$ cat src/rtl/apb_up_pkg.sv
// Shared types for the APB up-master: FSM states, response record, watchdog sizing.
// Purely declarative; no logic lives here.
package apb_up_pkg;

    localparam int unsigned APB_UP_TIMEOUT_DEFAULT = 255;

    typedef enum logic [1:0] {
        IDLE   = 2'd0,
        SETUP  = 2'd1,
        ACCESS = 2'd2,
        RESP   = 2'd3
    } apb_mst_state_e;

    typedef struct packed {
        logic [31:0] rdata;
        logic        err;
    } apb_rsp_t;

    // Counter is never narrower than 8 bits so small limits still fit comfortably.
    function automatic int unsigned wdog_width(input int unsigned limit);
        int unsigned w;
        w = $clog2(limit + 1);
        return (w < 8) ? 8 : w;
    endfunction

endpackage

$ cat src/rtl/apb_up_wdog.sv
// ACCESS-phase watchdog: counts wait cycles, flags when the count reaches LIMIT.
// Latency: hit is a registered-count compare; clear has priority over inc.
module apb_up_wdog
    import apb_up_pkg::*;
#(
    parameter int unsigned LIMIT = APB_UP_TIMEOUT_DEFAULT
) (
    input  logic clk_i,
    input  logic rst_n,
    input  logic clear,
    input  logic inc,
    output logic hit
);

    localparam int unsigned CNT_W = wdog_width(LIMIT);

    logic [CNT_W-1:0] cnt;

    always_ff @(posedge clk_i) begin
        if (!rst_n) begin
            cnt <= '0;
        end else if (clear) begin
            cnt <= '0;
        end else if (inc) begin
            cnt <= cnt + 1'b1;
        end
    end

    assign hit = (cnt == CNT_W'(LIMIT));

endmodule

$ cat src/rtl/apb_up_master.sv
// Single-outstanding APB initiator; 4 cycles per transfer plus PREADY wait states, one request in flight.
// req_ready_o only in IDLE; response held until rsp_ready_i. Timeout abort via APB_UP_MASTER_TIMEOUT_EN.
module apb_up_master
    import apb_up_pkg::*;
#(
    parameter int unsigned APB_ADDR_WIDTH = 12,
    parameter int unsigned TIMEOUT_CYCLES = APB_UP_TIMEOUT_DEFAULT
) (
    input  logic                      clk_i,
    input  logic                      rst_n,
    input  logic                      req_valid_i,
    output logic                      req_ready_o,
    input  logic [APB_ADDR_WIDTH-1:0] req_addr_i,
    input  logic                      req_write_i,
    input  logic [31:0]               req_wdata_i,
    output logic                      rsp_valid_o,
    input  logic                      rsp_ready_i,
    output logic [31:0]               rsp_rdata_o,
    output logic                      rsp_err_o,
    output logic [APB_ADDR_WIDTH-1:0] PADDR,
    output logic [31:0]               PWDATA,
    output logic                      PWRITE,
    output logic                      PSEL,
    output logic                      PENABLE,
    input  logic [31:0]               PRDATA,
    input  logic                      PREADY,
    input  logic                      PSLVERR
);

    apb_mst_state_e state_q, state_d;
    apb_rsp_t       rsp_q;
    logic           accept;
    logic           complete;
    logic           abort;
    logic           timeout_hit;

`ifdef APB_UP_MASTER_TIMEOUT_EN
    apb_up_wdog #(
        .LIMIT (TIMEOUT_CYCLES)
    ) u_wdog (
        .clk_i (clk_i),
        .rst_n (rst_n),
        .clear (state_q == SETUP),
        .inc   ((state_q == ACCESS) && !PREADY),
        .hit   (timeout_hit)
    );
`else
    assign timeout_hit = 1'b0;
`endif

    always_comb begin
        state_d  = state_q;
        accept   = 1'b0;
        complete = 1'b0;
        abort    = 1'b0;
        case (state_q)
            IDLE: begin
                if (req_valid_i) begin
                    accept  = 1'b1;
                    state_d = SETUP;
                end
            end
            SETUP: state_d = ACCESS;
            ACCESS: begin
                // Completion wins over a timeout landing in the same cycle.
                if (PREADY) begin
                    complete = 1'b1;
                    state_d  = RESP;
                end else if (timeout_hit) begin
                    abort   = 1'b1;
                    state_d = RESP;
                end
            end
            RESP: begin
                if (rsp_ready_i) begin
                    state_d = IDLE;
                end
            end
            default: state_d = IDLE;
        endcase
    end

    always_ff @(posedge clk_i) begin
        if (!rst_n) begin
            state_q <= IDLE;
            PADDR   <= '0;
            PWDATA  <= '0;
            PWRITE  <= 1'b0;
            rsp_q   <= '0;
        end else begin
            state_q <= state_d;
            if (accept) begin
                PADDR  <= req_addr_i;
                PWDATA <= req_wdata_i;
                PWRITE <= req_write_i;
            end
            if (complete) begin
                rsp_q.rdata <= PWRITE ? 32'h0 : PRDATA;
                rsp_q.err   <= PSLVERR;
            end else if (abort) begin
                rsp_q.rdata <= 32'h0;
                rsp_q.err   <= 1'b1;
            end
        end
    end

    assign req_ready_o = (state_q == IDLE);
    assign PSEL        = (state_q == SETUP) || (state_q == ACCESS);
    assign PENABLE     = (state_q == ACCESS);
    assign rsp_valid_o = (state_q == RESP);
    assign rsp_rdata_o = rsp_q.rdata;
    assign rsp_err_o   = rsp_q.err;

endmodule

$ cat config.mk
export PLATFORM = sky130hd
export DESIGN_NAME = apb_up_master
export DESIGN_NICKNAME = d
export VERILOG_FILES = /design/src/rtl/apb_up_pkg.sv /design/src/rtl/apb_up_wdog.sv /design/src/rtl/apb_up_master.sv
export SDC_FILE = /design/constraint.sdc
export NUM_CORES = 1
export LEC_CHECK = 0
export ABC_AREA = 1
export BUFFER_PORTS_ARGS = -buffer_cell sky130_fd_sc_hd__buf_2
export CORE_MARGIN = 2
export CORE_UTILIZATION = 45
export CTS_CLUSTER_SIZE = 10
export DETAILED_ROUTE_END_ITERATION = 16
export GPL_TIMING_DRIVEN = 0
export PLACE_DENSITY = 0.79
export SETUP_SLACK_MARGIN = 0.3
export SYNTH_ARGS = -nofsm -noshare
export SYNTH_HDL_FRONTEND = slang
export SYNTH_HIERARCHICAL = 1
export SYNTH_SLANG_ARGS = --single-unit
$ cat constraint.sdc
create_clock -name clk_i -period 1.55 [get_ports clk_i]
set_input_delay 0.155 -clock clk_i [delete_from_list [all_inputs] [get_ports clk_i]]
set_output_delay 0.155 -clock clk_i [all_outputs]
set_load 0.05 [all_outputs]
==> impl_metrics.tcl <==
set metrics [dict create \
    run_status "completed" \
    p_sw_mw 4.54 \
    antenna_found_initial 0 \
    stdcell_count 655 \
    fp-row-count 30 \
    cts.reportedPaths.clkPinSlew_ns 0.08 \
    postLayoutCoreUtil 0.751 \
    swShare 0.446 \
    largest_family_of_logic_cells_by_synthesized_area "simple AND/OR/NAND/NOR gates" \
    detailedRoute.firstPassIterationCount 4 \
    vias_per_cell 4.78 \
    cts-root-to-sink-buffers 2 \
    place_ws_ns 0.205 \
    syn_inst 366 \
    track_usage 0.203 \
    critPathLaunchType "register" \
    cts_tree "yes" \
    dpl.cell_count 626 \
    power.static_leakage_nw 2.28 \
    p_seq_frac 0.280 \
    period_minus_slack_ns 1.32 \
    finalSetupViolations 0 \
    mappedNetlistArea_sq_um 3240 \
    timing_worst_slew_pin_value_ns 0.672 \
    holdPathStages 3 \
    master_cell_of_the_clock_root_buffer "sky130_fd_sc_hd__clkbuf_8" \
    ys_ff_latch 80 \
    first_pass_grt_wire_length_mm 12.5 \
    via_count_of_the_first_global_routing_pass 2809 \
    area.growth.synth_to_final_pct 59.0 \
    compound_gate_fraction_of_synth_area 0.143 \
    worst_path_arrival_ns 1.17 \
    worst_path_setup_slack_after_routing_ns 0.228 \
    yosys.cell_types.count 22 \
    synth_warnings 6 \
    slew_headroom 0.552 \
    worstSetupEndpointType "output pin" \
    synthMuxAreaShare 0 \
    cellPowerDensity_nw_per_um2 1970 \
    syn_nets 452 \
    antennaDiodeCount 0 \
    drive_gt1_frac 0.610 \
    nNetsFinal 640 \
    post-route-period-util 0.853 \
    floorplan.io_pins 165 \
    timing.setup.critical_path_class "register to output pin" \
    max_cap_violations 0 \
    fin_tns_setup_ns 0 \
    synthAdderAreaFrac 0.0116 \
    vdd_ir_drop_max_v 0.00147 \
    worst-endpoint-required_ns 1.39 \
    worst_skew_late_latency_ns 0.35 \
    post_synth_xor_area_fraction 0 \
    worst_clock_skew_ns 0.00823 \
    power.internal_mw 5.63 \
    floorplan.die_area_sq_um 7900 \
    finalHoldViolations 0 \
    rsz_0062_raised_after_global_routing "yes" \
    synth-seq-area-share 0.494 \
    height_of_the_die_um 88.9 \
    first_iter_violations 87 \
    gp_congestion 0.796 \
    port_buffers 164 \
    grt_max_degree 14 \
    slew_viol_final 0 \
    rr_worst_depth 8 \
    cts.htree.levels 3 \
    cp_max_fanout 3 \
    route.detailed.drc 0 \
    initial_core_util 0.472 \
    cts_hold_buffers 0 \
    portion_of_total_power_attributed_to_the_clock_network 0.184 \
    wire_per_inst_um 14.3 \
    gr-total-overflow 0 \
    timing.hold.worst.class "input pin to register" \
    place.detailed.hpwl_mm 6.00 \
    syn_area_per_cell_sq_um 8.86 \
    fmax_mhz 756 \
    floorplan.core_area_sq_um 6870 \
    combinationalPowerShare 0.536 \
    antenna_left 0 \
    numClockSinks 80 \
    numCtsBuffers 9 \
    vias 3132 \
    post_synth_and_or_nand_nor_area_fraction 0.270 \
    die_width_um 88.9 \
    postRouteWirelength_mm 9.36 \
]
## power groups by stage
stage,sequential [mW],clock [mW],combinational (mW)
2_1_floorplan,4.21,0,2.00
3_3_place_gp,2.77,0,4.18
3_5_place_dp,2.79,0,4.24
4_1_cts,2.76,1.90,4.43
5_1_grt,2.90,1.99,5.77
6_report,2.85,1.87,5.45
## metal layers
layer,GRT usage,part of all wire
met1,0.238,0.39
met2,0.339,0.51
met3,0.0757,0.085
met4,0.0758,0.012
met5,0,0
## cells by family after synthesis
logic type | Yosys count
flops | 80
compound gates | 79
fa+ha+maj | 3
simple gates | 169
buf+inv | 35
## state kept, by name, indices dropped and copies added, names as in the netlist
register,flops
rsp_err_o,1
PWRITE,1
rsp_rdata_o,32
PADDR,12
PWDATA,32
state_q,2
## worst paths after layout
check | from | to | slack, ns
setup / recovery | state_q[1] | PSEL | 0.23
setup reg to reg | state_q[1] | PADDR[2] | 0.29
hold reg to reg | rsp_rdata_o[27] | rsp_rdata_o[27] | 0.47
hold / removal | req_wdata_i[7] | PWDATA[7] | 0.04
## stage by stage
| step | hold WS [ns] | instance area [sq um] | total power, mW |
|---|---|---|---|
| after detailed placement | 0.394 | 4240 | 7.03 |
| after global routing | 0.0393 | 5160 | 10.7 |
| after CTS | 0.0234 | 4540 | 9.10 |
| after floorplan | 0.299 | 3300 | 6.20 |
| final | 0.0370 | 5160 | 10.2 |
| after global placement | 0.389 | 4240 | 6.96 |
## cell usage in the layout, fill, tap and decap left out, types with 17 or more instances in the layout
cell | netlist | final
sky130_fd_sc_hd__nor2_2 | 20 | 22
sky130_fd_sc_hd__o21ai_1 | 24 | 18
sky130_fd_sc_hd__nor2_4 | 0 | 21
sky130_fd_sc_hd__a21oi_2 | 18 | 23
sky130_fd_sc_hd__nor2_1 | 74 | 51
sky130_fd_sc_hd__nand2_1 | 40 | 39
sky130_fd_sc_hd__buf_2 | 9 | 167
sky130_fd_sc_hd__nand3_2 | 29 | 24
sky130_fd_sc_hd__dfxtp_1 | 80 | 77
sky130_fd_sc_hd__o21ai_2 | 0 | 17
## final cells by class
class	instances	area, sq um
multi-input combinational	251	1720
fill	521	1710
sequential	80	1610
timing repair buffer	175	1090
buffer	26	287
clock buffer	11	141
tap	96	120
clock inverter	5	104
inverter	9	67.6
timing repair inverter	2	17.5
## cell usage after synthesis
cell / number / area share
sky130_fd_sc_hd__o21ai_0: 22 / 0.034
sky130_fd_sc_hd__buf_6: 9 / 0.031
sky130_fd_sc_hd__ha_1: 3 / 0.012
sky130_fd_sc_hd__nand2_1: 40 / 0.046
sky130_fd_sc_hd__nor2_1: 74 / 0.086
sky130_fd_sc_hd__a21oi_1: 15 / 0.023
sky130_fd_sc_hd__dfxtp_1: 80 / 0.49
sky130_fd_sc_hd__inv_1: 7 / 0.0081
sky130_fd_sc_hd__nor2_2: 20 / 0.039
sky130_fd_sc_hd__nand3_1: 4 / 0.0062
sky130_fd_sc_hd__clkbuf_1: 4 / 0.0046
sky130_fd_sc_hd__nand3_2: 29 / 0.090
sky130_fd_sc_hd__or2_2: 1 / 0.0019
sky130_fd_sc_hd__a21oi_2: 18 / 0.049
sky130_fd_sc_hd__clkinv_4: 1 / 0.0027
sky130_fd_sc_hd__inv_12: 1 / 0.0050
sky130_fd_sc_hd__buf_2: 9 / 0.014
sky130_fd_sc_hd__buf_4: 1 / 0.0023
sky130_fd_sc_hd__buf_12: 2 / 0.012
sky130_fd_sc_hd__nand2_2: 1 / 0.0019
sky130_fd_sc_hd__o21ai_1: 24 / 0.037
sky130_fd_sc_hd__clkbuf_2: 1 / 0.0015
## timing repair
action	in CTS	in global routing
gates resized for setup	20	98
pin swaps	1	10
cloned	0	10
buffers inserted	0	3
setup endpoints to repair	48	70
## worst max-delay path, cell delays in order, from the launching register on
cell and delay, ns:
sky130_fd_sc_hd__dfxtp_4 0.38, sky130_fd_sc_hd__inv_4 0.04, sky130_fd_sc_hd__ha_4 0.26, sky130_fd_sc_hd__buf_8 0.14
Power figures use the tool's default switching activity.
